$ cat src/rtl/reg_hazard_scoreboard_pkg.sv
// Shared constants and types for the GPR read-after-write hazard scoreboard.
// Used by reg_hazard_scoreboard and reg_pending_counter.
package reg_hazard_scoreboard_pkg;

    localparam int NUM_REGS  = 32;
    localparam int REG_IDX_W = 5;
    localparam int CNT_W     = 2;

    typedef logic [CNT_W-1:0]     cnt_t;
    typedef logic [REG_IDX_W-1:0] reg_idx_t;

    localparam cnt_t CNT_MAX = '1;

    typedef struct packed {
        reg_idx_t src_a;
        reg_idx_t src_b;
        reg_idx_t src_c;
        logic     src_a_valid;
        logic     src_b_valid;
        logic     src_c_valid;
        reg_idx_t dest;
        logic     dest_valid;
    } held_instr_t;

endpackage

$ cat src/rtl/reg_hazard_scoreboard_pending_counter.sv
// reg_pending_counter: one saturating pending-write counter per GPR, with one
// increment (issue) port, one decrement (writeback) port and a sticky underflow flag.
module reg_pending_counter
    import reg_hazard_scoreboard_pkg::*;
(
    input  logic                                clock_i,
    input  logic                                reset_i,
    input  logic                                incValid_i,
    input  logic [REG_IDX_W-1:0]                incReg_i,
    input  logic                                decValid_i,
    input  logic [REG_IDX_W-1:0]                decReg_i,
    output logic [NUM_REGS-1:0][CNT_W-1:0]      counts_o,
    output logic                                underflow_o
);

    logic [NUM_REGS-1:0][CNT_W-1:0] r_count;
    logic                           r_underflow;
    logic [NUM_REGS-1:0]            w_inc;
    logic [NUM_REGS-1:0]            w_dec;
    logic                           w_dec_underflow;

    always_comb begin
        w_inc = '0;
        w_dec = '0;
        for (int i = 0; i < NUM_REGS; i++) begin
            w_inc[i] = incValid_i && (incReg_i == REG_IDX_W'(i));
            w_dec[i] = decValid_i && (decReg_i == REG_IDX_W'(i));
        end
        // A writeback paired with an issue to the same register cancels out.
        w_dec_underflow = decValid_i && !(incValid_i && (incReg_i == decReg_i))
                          && (r_count[decReg_i] == '0);
    end

    always_ff @(posedge clock_i) begin
        if (reset_i) begin
            r_count     <= '0;
            r_underflow <= 1'b0;
        end else begin
            for (int i = 0; i < NUM_REGS; i++) begin
                if (w_inc[i] && !w_dec[i] && (r_count[i] != CNT_MAX)) begin
                    r_count[i] <= r_count[i] + 1'b1;
                end else if (w_dec[i] && !w_inc[i] && (r_count[i] != '0)) begin
                    r_count[i] <= r_count[i] - 1'b1;
                end
            end
            if (w_dec_underflow) begin
                r_underflow <= 1'b1;
            end
        end
    end

    assign counts_o    = r_count;
    assign underflow_o = r_underflow;

endmodule

$ cat src/rtl/reg_hazard_scoreboard.sv
// Issue-side RAW hazard scoreboard: holds one decoded instruction and stalls it until its GPR sources are clean.
// Optional macro SCOREBOARD_WB_BYPASS_EN lets a same-cycle writeback clear the last pending write.
module reg_hazard_scoreboard
    import reg_hazard_scoreboard_pkg::*;
(
    input  logic                 clock_i,
    input  logic                 reset_i,
    input  logic                 instrValid_i,
    input  logic [REG_IDX_W-1:0] srcA_i,
    input  logic [REG_IDX_W-1:0] srcB_i,
    input  logic [REG_IDX_W-1:0] srcC_i,
    input  logic                 srcAValid_i,
    input  logic                 srcBValid_i,
    input  logic                 srcCValid_i,
    input  logic [REG_IDX_W-1:0] dest_i,
    input  logic                 destValid_i,
    input  logic                 wbValid_i,
    input  logic [REG_IDX_W-1:0] wbReg_i,
    input  logic                 flush_i,
    output logic                 instrReady_o,
    output logic                 issueValid_o,
    output logic [REG_IDX_W-1:0] issueDest_o,
    output logic                 regFileStall_o,
    output logic                 wbUnderflow_o
);

    // Handshake: an instruction transfers at posedge when instrValid_i && instrReady_o;
    // upstream keeps instrValid_i and its fields steady while instrReady_o is low.

    held_instr_t                    r_hold;
    logic                           r_hold_valid;
    logic                           r_active;
    logic [NUM_REGS-1:0][CNT_W-1:0] w_counts;
    cnt_t                           w_cnt_a;
    cnt_t                           w_cnt_b;
    cnt_t                           w_cnt_c;
    cnt_t                           w_cnt_d;
    logic                           w_free_a;
    logic                           w_free_b;
    logic                           w_free_c;
    logic                           w_free_d;
    logic                           w_hazard;
    logic                           w_issue;
    logic                           w_accept;

    reg_pending_counter u_counter (
        .clock_i     (clock_i),
        .reset_i     (reset_i),
        .incValid_i  (w_issue && r_hold.dest_valid),
        .incReg_i    (r_hold.dest),
        .decValid_i  (wbValid_i),
        .decReg_i    (wbReg_i),
        .counts_o    (w_counts),
        .underflow_o (wbUnderflow_o)
    );

    always_comb begin
        w_cnt_a = w_counts[r_hold.src_a];
        w_cnt_b = w_counts[r_hold.src_b];
        w_cnt_c = w_counts[r_hold.src_c];
        w_cnt_d = w_counts[r_hold.dest];
`ifdef SCOREBOARD_WB_BYPASS_EN
        w_free_a = wbValid_i && (wbReg_i == r_hold.src_a) && (w_cnt_a == cnt_t'(1));
        w_free_b = wbValid_i && (wbReg_i == r_hold.src_b) && (w_cnt_b == cnt_t'(1));
        w_free_c = wbValid_i && (wbReg_i == r_hold.src_c) && (w_cnt_c == cnt_t'(1));
        w_free_d = wbValid_i && (wbReg_i == r_hold.dest);
`else
        w_free_a = 1'b0;
        w_free_b = 1'b0;
        w_free_c = 1'b0;
        w_free_d = 1'b0;
`endif
        // Saturated dest is a structural hazard: the counter has no room for another write.
        w_hazard = (r_hold.src_a_valid && (w_cnt_a != '0) && !w_free_a)
                || (r_hold.src_b_valid && (w_cnt_b != '0) && !w_free_b)
                || (r_hold.src_c_valid && (w_cnt_c != '0) && !w_free_c)
                || (r_hold.dest_valid  && (w_cnt_d == CNT_MAX) && !w_free_d);
        w_issue  = r_hold_valid && !w_hazard;
    end

    // r_active keeps instrReady_o low for the cycle after reset so every output reads 0 there.
    assign instrReady_o   = r_active && (!r_hold_valid || w_issue);
    assign issueValid_o   = w_issue;
    assign issueDest_o    = w_issue ? r_hold.dest : '0;
    assign regFileStall_o = r_hold_valid && w_hazard;
    assign w_accept       = instrValid_i && instrReady_o;

    always_ff @(posedge clock_i) begin
        if (reset_i) begin
            r_hold_valid <= 1'b0;
            r_hold       <= '0;
            r_active     <= 1'b0;
        end else begin
            r_active <= 1'b1;
            if (flush_i) begin
                r_hold_valid <= 1'b0;
            end else if (w_accept) begin
                r_hold_valid       <= 1'b1;
                r_hold.src_a       <= srcA_i;
                r_hold.src_b       <= srcB_i;
                r_hold.src_c       <= srcC_i;
                r_hold.src_a_valid <= srcAValid_i;
                r_hold.src_b_valid <= srcBValid_i;
                r_hold.src_c_valid <= srcCValid_i;
                r_hold.dest        <= dest_i;
                r_hold.dest_valid  <= destValid_i;
            end else if (w_issue) begin
                r_hold_valid <= 1'b0;
            end
        end
    end

endmodule

$ cat config.mk
export PLATFORM = sky130hd
export DESIGN_NAME = reg_hazard_scoreboard
export DESIGN_NICKNAME = d
export VERILOG_FILES = /design/src/rtl/reg_hazard_scoreboard_pkg.sv /design/src/rtl/reg_hazard_scoreboard_pending_counter.sv /design/src/rtl/reg_hazard_scoreboard.sv
export SDC_FILE = /design/constraint.sdc
export NUM_CORES = 1
export LEC_CHECK = 0
export CORE_MARGIN = 8
export CORE_UTILIZATION = 30
export DETAILED_ROUTE_END_ITERATION = 10
export PLACE_DENSITY = 0.53
export SYNTH_ARGS = -nofsm -noshare
export SYNTH_HDL_FRONTEND = slang
export SYNTH_SLANG_ARGS = --single-unit
$ cat constraint.sdc
create_clock -name clock_i -period 6.2 [get_ports clock_i]
set_input_delay 0.62 -clock clock_i [delete_from_list [all_inputs] [get_ports clock_i]]
set_output_delay 0.62 -clock clock_i [all_outputs]
set_load 0.005 [all_outputs]
==> metrics, run 1 <==
diode count=0; highest metal layer with signal wires=met4; commonest non-fill, non-tap cell in the layout=nor2_1; simple-gate share of the synthesized area=0.2502; die area=28040 um2; clk buf depth=2; most frequent cells in the layout=120 x nor2_1, 91 x dfxtp_1, 58 x nand2_1, 43 x mux4_2, 42 x a21oi_1; global-route wire length before repair=38130 um; gr usage total=0.1733; worst endpoint data arrival time=3.62 ns; most used cell, CP=nand2_1; #FFs+latches synth=91; clock sinks=91; Synth warnings=0; Routed Antenna Nets=0; Clock Skew=0.009383 ns; Starting DRT DRC Count=605; EDFF count, synth=0; final-report setup violation count=0; CTS tree=built; root buffer cell=clkbuf_16; Switch Pwr=0.0003463 W; Placement Setup Slack=2.341 ns; drt via density=6.129; Seq/Total Area, Yosys=0.2648; Post-Synthesis Cell Area=6880 um2; # DRC=0; largest net degree at the start of global routing=63; Flop pwr share=0.455; RSZ-0062 raised after global routing=false; DR WL met2=10780 um; P_leak=2.167 nW; post-synthesis xor/xnor area fraction=0.02673; via count=6730; PwrDens=172.3 nW/um2; I/O pin count=43; FFs w/ async S/R, synth=0; status=complete, no violations; Cell variety after synth=68; core area=22570 um2; hold buffer count at cts=0; Int Pwr=0.0009885 W; Clock power frac=0.448; CP Class=register to primary output; Final Hold Vio Count=0; # rows=55; Final nets=842; Inserted Clock Buffers=9; area added between synthesis and finish=12.58%; fmax=235.6 MHz; Max IR drop VDD=0.0001269 V; HPWL reported at the end of detailed placement=17950 um; post-layout worst setup margin=1.955 ns; Placer Congestion=0.8847; mux contribution to synthesized area=0.2009; combinational group share of total power=0.097; post-layout min period=4.245 ns; worst-margin pin slew=1.094 ns; Starting Density=0.3048; post-CTS resize count=0; setup TNS=0 ns; Buffers on Ports=42; final WL=24590 um; antenna violations before repair=0; 1st-pass router iterations=5; adder-cell area share of the yosys netlist=0; Worst Setup Start Kind=register; Rel. slew slack=0.2686; Reg clk slew, reported paths=0.07 ns; Compound-Gate Fraction of Synth Area=0.2068; Crit. End Element=primary output; max cap viols=0; chip height=167.4 um; Synth Flop Type=dfxtp_1; Max Slew Vio Count=0; layout cells sized above 1=0.1205; crit-path cells=buf_4 -> mux4_2 -> a22oi_1 -> nand2_1 -> nand2_1 -> o21a_2 -> nand4_4 -> inv_2 -> and2_1 -> clkdlybuf4s50_1; WL/cell=22.39 um; crit path max fanout=24; Critical Path Max Stage Delay=0.55 ns; WL met3=2212 um; Clk Latency, worst-skew pair=0.36 ns; post-CTS setup buffer count=0; period utilisation layout=0.6846; HP Class=register to register; M1 WL=11010 um; Post-Syn Instances=802; grt total ovfl=0; Die Wd=167.4 um; switching share of power=0.2594; H-tree lvl count=3; WP data required=5.58 ns; critical-path cell with the highest stage delay=mux4_2; post-synthesis area per instance=8.579 um2; synthesized net count=836; vias in the first global route=6419; largest family of logic cells by synthesized area=simple AND/OR/NAND/NOR gates
[metal layers]
layer | vias to the layer above | GRT usage
met2 | 335 | 0.2650
met3 | 52 | 0.03668
li1 | 3089 | -
met1 | 3254 | 0.2370
met4 | 0 | 0.06172
met5 | - | 0
[layout make-up]
cell class                      instances  area [um2]
Clock inverter                          3       45.04
Tap cell                              285       356.6
Timing Repair Buffer                   51       485.5
Sequential cell                        91        1822
Fill cell                            2339       14830
Clock buffer                           13       270.3
Multi-Input combinational cell        640        4711
Inverter                               15       56.30
[flip-flops by register name, indices dropped and copies added (netlist names)]
name / cells
u_counter.underflow_o: 1
r_active: 1
r_hold_valid: 1
r_hold: 24
u_counter.counts_o: 64
[power by group through the flow]
| stage | Clock, W | Combinational (W) | Sequential [W] |
|---|---|---|---|
| 3_5_place_dp | 0 | 0.000128 | 0.000621 |
| 3_3_place_gp | 0 | 0.000129 | 0.000621 |
| 4_1_cts | 0.000606 | 0.000129 | 0.000608 |
| 2_1_floorplan | 0 | 0.0000878 | 0.000608 |
| 5_1_grt | 0.000626 | 0.000138 | 0.000609 |
| 6_report | 0.000598 | 0.000129 | 0.000608 |
[critical path: cells and delay by family, from the launching register on]
family                 cells  cell delay [ns]
buffers and inverters      3             1.27
muxes                      1             0.55
and+or+nand+nor            4             0.49
AOI/OAI and AO/OA          2             0.44
DFF                        1             0.50
[metrics by stage]
| stage | std cells | total power (W) | util | instance area, um2 | hold WS [ns] |
|---|---|---|---|---|---|
| detailed placement | 1082 | 0.0007490 | 0.3292 | 7431 | 0.5128 |
| global placement | 1082 | 0.0007498 | 0.3292 | 7431 | 0.5108 |
| global route | 1098 | 0.001374 | 0.3432 | 7746 | 0.5677 |
| finish | 1098 | 0.001335 | 0.3432 | 7746 | 0.5401 |
| floorplan | 802 | 0.0006956 | - | 6880 | 0.4522 |
| CTS | 1098 | 0.001342 | 0.3432 | 7746 | 0.5364 |
[synthesized netlist by cell type, types with 4 or more instances]
cell	instances	area, um2
nor2_1	120	450.4
xnor2_1	12	105.1
nor3_1	40	200.2
buf_1	6	22.52
a22oi_1	12	90.09
dfxtp_1	91	1822
clkbuf_1	32	120.1
nor3_2	9	90.09
a221oi_2	5	75.07
inv_1	13	48.80
a31oi_1	4	25.02
a211oi_1	5	37.54
o31ai_1	11	82.58
mux4_2	43	968.4
o21ai_0	33	165.2
mux2i_1	29	290.3
buf_2	5	25.02
nor2b_1	11	68.82
nand2_1	58	217.7
o21a_1	7	52.55
nor4b_1	5	43.79
nand3b_1	7	52.55
nand2b_1	13	81.33
o311ai_0	5	43.79
o32ai_1	5	43.79
o21ai_1	6	30.03
a21oi_1	42	210.2
a41oi_1	8	70.07
a221oi_1	12	105.1
buf_6	7	78.83
or3_1	10	62.56
nor4_1	26	162.7
buf_4	5	37.54
o311a_1	4	40.04
o211ai_1	13	97.59
mux2_2	4	45.04
nand4_1	8	50.05
xor2_1	9	78.83
and2_1	9	56.30
nand3_1	14	70.07
[kinds of logic after synthesis]
logic type | count (synthesis)
buffers and inverters | 71
AO/OA/AOI/OAI | 197
multiplexers | 79
flip-flops | 91
XOR/XNOR | 21
AND/OR/NAND/NOR | 343
[worst paths after layout]
kind | from | to | slack (ns) | cells after the start
worst max-delay path | r_hold[1] | issueDest_o[0] | 1.96 | 10
worst max register to register | r_hold[16] | u_counter.counts_o[22] | 2.49 | 8
worst min register to register | u_counter.counts_o[49] | u_counter.counts_o[49] | 0.54 | 2
worst min-delay path | u_counter.counts_o[49] | u_counter.counts_o[49] | 0.54 | 2
Note: power is estimated with default switching activity, not from simulation.
==> run 2: changes to the inputs <==
==> constraint.sdc (replaced) <==
create_clock -name clock_i -period 4.27 [get_ports clock_i]
set_input_delay 0.427 -clock clock_i [delete_from_list [all_inputs] [get_ports clock_i]]
set_output_delay 0.427 -clock clock_i [all_outputs]
set_load 0.005 [all_outputs]
==> metrics, run 2 (same netlist as run 1, synthesis figures left out) <==
status=complete, no violations (unchanged); final WL=24440 um (was 24590 um); H-tree lvl count=3 (unchanged); die area=28040 um2 (unchanged); Max Slew Vio Count=0 (unchanged); max cap viols=0 (unchanged); worst endpoint data arrival time=3.67 ns (was 3.62 ns); worst-margin pin slew=1.041 ns (was 1.094 ns); drt via density=6.085 (was 6.129); Int Pwr=0.001461 W (was 0.0009885 W); HP Class=primary input to register (was register to register); Inserted Clock Buffers=9 (unchanged); Crit. End Element=primary output (unchanged); gr usage total=0.1722 (was 0.1733); # rows=55 (unchanged); global-route wire length before repair=37830 um (was 38130 um); combinational group share of total power=0.099 (was 0.097); Flop pwr share=0.448 (was 0.455); WL/cell=22.13 um (was 22.39 um); hold buffer count at cts=0 (unchanged); Switch Pwr=0.0005038 W (was 0.0003463 W); P_leak=2.213 nW (was 2.167 nW); Placed Cells=1089 (was 1082); clk buf depth=2 (unchanged); Starting Density=0.3048 (unchanged); final core utilization=0.3461 (was 0.3432); layout cells sized above 1=0.1282 (was 0.1205); Clock Skew=0.01272 ns (was 0.009383 ns); 1st-pass router iterations=5 (unchanged); HPWL reported at the end of detailed placement=18130 um (was 17950 um); largest net degree at the start of global routing=63 (unchanged); CP Buf/Inv Count=3 (unchanged); post-layout worst setup margin=0.1765 ns (was 1.955 ns); Finished Layout Cells=1104 (was 1098); via count=6718 (was 6730); Placer Congestion=0.8548 (was 0.8847); power after layout=0.001965 W (was 0.001335 W); I/O pin count=43 (unchanged); switching share of power=0.2564 (was 0.2594); Starting DRT DRC Count=686 (was 605); crit-path cells=mux4_2 -> a22oi_1 -> nand2_1 -> nand3_1 -> o21a_2 -> nand4_4 -> inv_2 -> buf_4 -> clkdlybuf4s50_1 (was buf_4 -> mux4_2 -> a22oi_1 -> nand2_1 -> nand2_1 -> o21a_2 -> nand4_4 -> inv_2 -> and2_1 -> clkdlybuf4s50_1); CTS tree=built (unchanged); WP data required=3.84 ns (was 5.58 ns); vias in the first global route=6384 (was 6419); critical-path cell with the highest stage delay=dfxtp_1 (was mux4_2); grt total ovfl=0 (unchanged); Clock power frac=0.453 (was 0.448); Routed Antenna Nets=0 (unchanged); final-report setup violation count=0 (unchanged); RSZ-0062 raised after global routing=false (unchanged); area added between synthesis and finish=13.55% (was 12.58%); root buffer cell=clkbuf_16 (unchanged); commonest non-fill, non-tap cell in the layout=nor2_1 (unchanged); core area=22570 um2 (unchanged); Max IR drop VDD=0.0001925 V (was 0.0001269 V); CP delay by family, top=buffers and inverters (unchanged); most frequent cells in the layout=120 x nor2_1, 91 x dfxtp_1, 58 x nand2_1, 43 x mux4_2, 42 x a21oi_1 (unchanged); Placement Setup Slack=0.5806 ns (was 2.341 ns); PwrDens=251.5 nW/um2 (was 172.3 nW/um2); period utilisation layout=0.9587; antenna violations before repair=0 (unchanged); Clk Latency, worst-skew pair=0.36 ns (about the same); Final Hold Vio Count=0 (unchanged); Rel. slew slack=0.3050 (was 0.2686); diode count=0 (unchanged); Worst Setup Start Kind=register (unchanged); CP Class=register to primary output (unchanged); crit path max fanout=20 (was 24); Buffers on Ports=42 (unchanged); setup TNS=0 ns (unchanged); Final nets=849 (was 842); Critical Path Max Stage Delay=1.00 ns (was 0.55 ns); post-CTS setup buffer count=0 (unchanged); post-layout min period=4.094 ns; # DRC=0 (unchanged); fmax=244.3 MHz; post-CTS resize count=0 (unchanged); Die Wd=167.4 um (unchanged); clock sinks=91 (unchanged); chip height=167.4 um (unchanged); max reg flops=64 (unchanged); Reg clk slew, reported paths=0.07 ns (about the same)
-- run 2: changes by cell type in the layout (fill, tap and decap cells not counted), sizes merged --
cell / before / now
clkinvlp: 2 / 1
buf: 10 / 17
bufinv: 1 / 2
clkbuf: 13 / 10
clkinv: 1 / 3
-- run 2: final timing paths --
check | start | endpoint | slack, ns | cells after the start
hold / removal | reset_i | r_hold[1] | 0.49 | 2
hold reg to reg | u_counter.counts_o[41] | u_counter.counts_o[41] | 0.52 | 2
setup reg to reg | r_hold[21] | u_counter.counts_o[32] | 0.56 | 10
setup / recovery | r_hold[2] | issueValid_o | 0.18 | 9
-- run 2: per-stage QoR --
stage | hold slack, ns | cell area, um2
detailed placement | 0.5125 | 7496
floorplan | 0.4522 | 6880
global route | 0.5129 | 7812
global placement | 0.5150 | 7496
CTS | 0.4886 | 7812
finish | 0.4914 | 7812
-- run 2: layout make-up --
class	instances	area, um2
clock buffers	10	239.0
clock inverters	5	77.57
fillers	2331	14760
inverters	15	56.30
multi-input cells	640	4711
flip-flops and latches	91	1822
well taps	285	356.6
repair buffers	58	550.5
-- run 2: power groups by stage --
stage | Clock [W] | Combinational, W | Sequential [W]
final | 0.000889 | 0.000194 | 0.000881
after global routing | 0.000942 | 0.000207 | 0.000882
after CTS | 0.000909 | 0.000193 | 0.000880
after detailed placement | 0 | 0.000192 | 0.000900
after global placement | 0 | 0.000193 | 0.000900
after floorplan | 0 | 0.000128 | 0.000883
-- run 2: per-layer routing --
| layer | vias up | part of all wire | track usage |
|---|---|---|---|
| met1 | 3277 | 0.46 | 0.2411 |
| li1 | 3098 | - | - |
| met4 | 0 | 0.021 | 0.06871 |
| met3 | 35 | 0.082 | 0.02422 |
| met5 | - | 0 | 0 |
| met2 | 308 | 0.44 | 0.2620 |
==> run 3: changes to the inputs <==
--- a/config.mk
+++ b/config.mk
@@ -5,8 +5,10 @@
 export SDC_FILE = /design/constraint.sdc
 export NUM_CORES = 1
 export LEC_CHECK = 0
+export ABC_AREA = 1
 export CORE_MARGIN = 8
 export CORE_UTILIZATION = 30
+export CTS_BUF_LIST = sky130_fd_sc_hd__clkbuf_16
 export DETAILED_ROUTE_END_ITERATION = 10
 export PLACE_DENSITY = 0.53
 export SYNTH_ARGS = -nofsm -noshare
==> metrics, run 3 <==
vias in the first global route=7616 (was 6384); Reg clk slew, reported paths=0.07 ns (about the same); Synth warnings=0 (unchanged); post-synthesis area per instance=5.624 um2 (was 8.579 um2); Clock power frac=0.450 (was 0.453); root buffer cell=clkbuf_16 (unchanged); drt via density=5.183 (was 6.085); worst-margin pin slew=0.8699 ns (was 1.041 ns); most frequent cells in the layout=462 x nand2_1, 164 x nor2_1, 141 x nand3_1, 125 x inv_1, 90 x dfxtp_1 (was 120 x nor2_1, 91 x dfxtp_1, 58 x nand2_1, 43 x mux4_2, 42 x a21oi_1); Clock Skew=0.008913 ns (was 0.01272 ns); post-CTS resize count=0 (unchanged); switching share of power=0.2862 (was 0.2564); largest net degree at the start of global routing=46 (was 63); H-tree lvl count=3 (unchanged); Seq/Total Area, Yosys=0.2553 (was 0.2648); Crit. End Element=primary output (unchanged); Placer Congestion=0.9642 (was 0.8548); PwrDens=250.8 nW/um2 (was 251.5 nW/um2); post-layout min period=4.119 ns (was 4.094 ns); HP Class=register to register (was primary input to register); 1st-pass router iterations=6 (was 5); combinational group share of total power=0.116 (was 0.099); area added between synthesis and finish=13.74% (was 13.55%); grt total ovfl=0 (unchanged); fmax=242.8 MHz (was 244.3 MHz); HPWL reported at the end of detailed placement=19900 um (was 18130 um); top post-synthesis cells by count=462 x nand2_1, 164 x nor2_1, 141 x nand3_1 (was 120 x nor2_1, 91 x dfxtp_1, 58 x nand2_1); #FFs+latches synth=91 (unchanged); FFs w/ async S/R, synth=0 (unchanged); simple-gate share of the synthesized area=0.5233 (was 0.2502); post-synth top area cell=dfxtp_1 (unchanged); power after layout=0.002036 W (was 0.001965 W); P_leak=3.189 nW (was 2.213 nW); WP data required=3.84 ns (about the same); period utilisation layout=0.9645 (was 0.9587); hold buffer count at cts=0 (unchanged); Max Slew Vio Count=0 (unchanged); crit path max fanout=35 (was 20); Synth Flop Type=dfxtp_1 (unchanged); Max IR drop VDD=0.0002015 V (was 0.0001925 V); clock sinks=91 (unchanged); Starting Density=0.3050 (was 0.3048); Inserted Clock Buffers=9 (unchanged); # DRC=0 (unchanged); diode count=0 (unchanged); CTS tree=built (unchanged); Rel. slew slack=0.4193 (was 0.3050); mux contribution to synthesized area=0 (was 0.2009); # rows=56 (was 55); Final nets=1317 (was 849); Final Hold Vio Count=0 (unchanged); post-CTS setup buffer count=0 (unchanged); Die Wd=170.2 um (was 167.4 um); adder-cell area share of the yosys netlist=0 (unchanged); synthesized net count=1303 (was 836); Flop pwr share=0.435 (was 0.448); WL/cell=16.98 um (was 22.13 um); Worst Setup Start Kind=register (unchanged); Starting DRT DRC Count=788 (was 686); die area=28980 um2 (was 28040 um2); Compound-Gate Fraction of Synth Area=0.1131 (was 0.2068); Clk Latency, worst-skew pair=0.37 ns (was 0.36 ns); chip height=170.2 um (was 167.4 um); largest family of logic cells by synthesized area=simple AND/OR/NAND/NOR gates (unchanged); max cap viols=0 (unchanged); Post-Syn Instances=1269 (was 802); setup TNS=0 ns (unchanged); Switch Pwr=0.0005828 W (was 0.0005038 W); final WL=27290 um (was 24440 um); count leader, synth=nand2_1 (was nor2_1); CP Class=register to primary output (unchanged); Routed Antenna Nets=0 (unchanged); EDFF count, synth=0 (unchanged); Post-Synthesis Cell Area=7137 um2 (was 6880 um2); Cell variety after synth=37 (was 68); max reg flops=64 (unchanged); commonest non-fill, non-tap cell in the layout=nand2_1 (was nor2_1); post-synthesis xor/xnor area fraction=0 (was 0.02673); I/O pin count=43 (unchanged); status=complete, no violations (unchanged); final-report setup violation count=0 (unchanged); clk buf depth=2 (unchanged); antenna violations before repair=0 (unchanged); Int Pwr=0.001453 W (was 0.001461 W); RSZ-0062 raised after global routing=false (unchanged); via count=8329 (was 6718); core area=23400 um2 (was 22570 um2); Buffers on Ports=42 (unchanged); Synth top area share=0.2553 (was 0.2648); worst endpoint data arrival time=3.69 ns (was 3.67 ns); global-route wire length before repair=42740 um (was 37830 um); Area contributors post-synth=dfxtp_1 26%, nand2_1 24%, nand3_1 9.9% (was dfxtp_1 26%, mux4_2 14%, nor2_1 6.5%); gr usage total=0.1885 (was 0.1722); layout cells sized above 1=0.04193 (was 0.1282)
run 3: cell types whose count changed after synthesis, moves of 29 or more:
cell and delta:
nand4_1 +35, nand3_1 +127, inv_1 +113, nor3_1 -37, mux4_2 -43, nand2_1 +404, mux2i_1 -29, nor2_1 +44
run 3: layer usage:
| metal | share of wire | vias to the layer above | GRT usage |
|---|---|---|---|
| met4 | 0.034 | 0 | 0.07895 |
| met3 | 0.077 | 64 | 0.03174 |
| li1 | - | 4153 | - |
| met1 | 0.45 | 3760 | 0.2547 |
| met2 | 0.44 | 352 | 0.2916 |
| met5 | 0 | - | 0 |
run 3: final timing paths:
check	start	endpoint	slack, ns	depth (start not counted)
max	r_hold[1]	issueDest_o[2]	0.15	14
min	u_counter.underflow_o	u_counter.underflow_o	0.45	2
max reg2reg	r_hold[1]	u_counter.counts_o[36]	0.74	17
min reg2reg	u_counter.underflow_o	u_counter.underflow_o	0.45	2
run 3: kinds of logic (layout without fill, tap and decap cells):
| kind of cell | after synthesis | count (layout) |
|---|---|---|
| AND/OR/NAND/NOR | 855 | 855 |
| buffers and inverters | 185 | 204 |
| AO/OA/AOI/OAI | 138 | 138 |
| flip-flops | 91 | 91 |
run 3: critical path: stages (launching register included):
cell             delay, ns
dfxtp_2               0.60
buf_4                 0.44
o21ai_1               0.21
nand2_1               0.10
nand2_1               0.05
nand2_1               0.06
nand2_1               0.05
o21ai_1               0.11
nand2_1               0.07
nand3_1               0.18
nand2_2               0.13
nor2_8                0.29
nand2_4               0.19
nor2_1                0.25
clkdlybuf4s50_1       0.56
run 3: area by class of cell:
class	instances	area, um2
Inverter	133	499.2
Fill cell	2689	15280
Multi-Input combinational cell	993	4542
Sequential cell	91	1823
Timing Repair Buffer	55	530.5
Clock inverter	7	98.84
Tap cell	319	399.1
Clock buffer	9	225.2
run 3: per-stage QoR:
step	cell area, um2	std cells	utilization	setup slack, ns	hold slack, ns
2_1_floorplan	7137	1269	-	2.070	0.4391
6_report	8118	1607	0.3469	0.1515	0.4527
3_5_place_dp	7794	1591	0.3330	0.6264	0.4476
4_1_cts	8118	1607	0.3469	0.2255	0.4587
3_3_place_gp	7794	1591	0.3330	0.6266	0.4452
5_1_grt	8118	1607	0.3469	0.007608	0.4960
run 3: power by group through the flow:
stage | Combinational (W) | Sequential (W) | Clock (W)
2_1_floorplan | 0.000149 | 0.000888 | 0
3_3_place_gp | 0.000232 | 0.000905 | 0
3_5_place_dp | 0.000232 | 0.000904 | 0
4_1_cts | 0.000233 | 0.000884 | 0.000934
5_1_grt | 0.000256 | 0.000887 | 0.000969
6_report | 0.000236 | 0.000885 | 0.000916
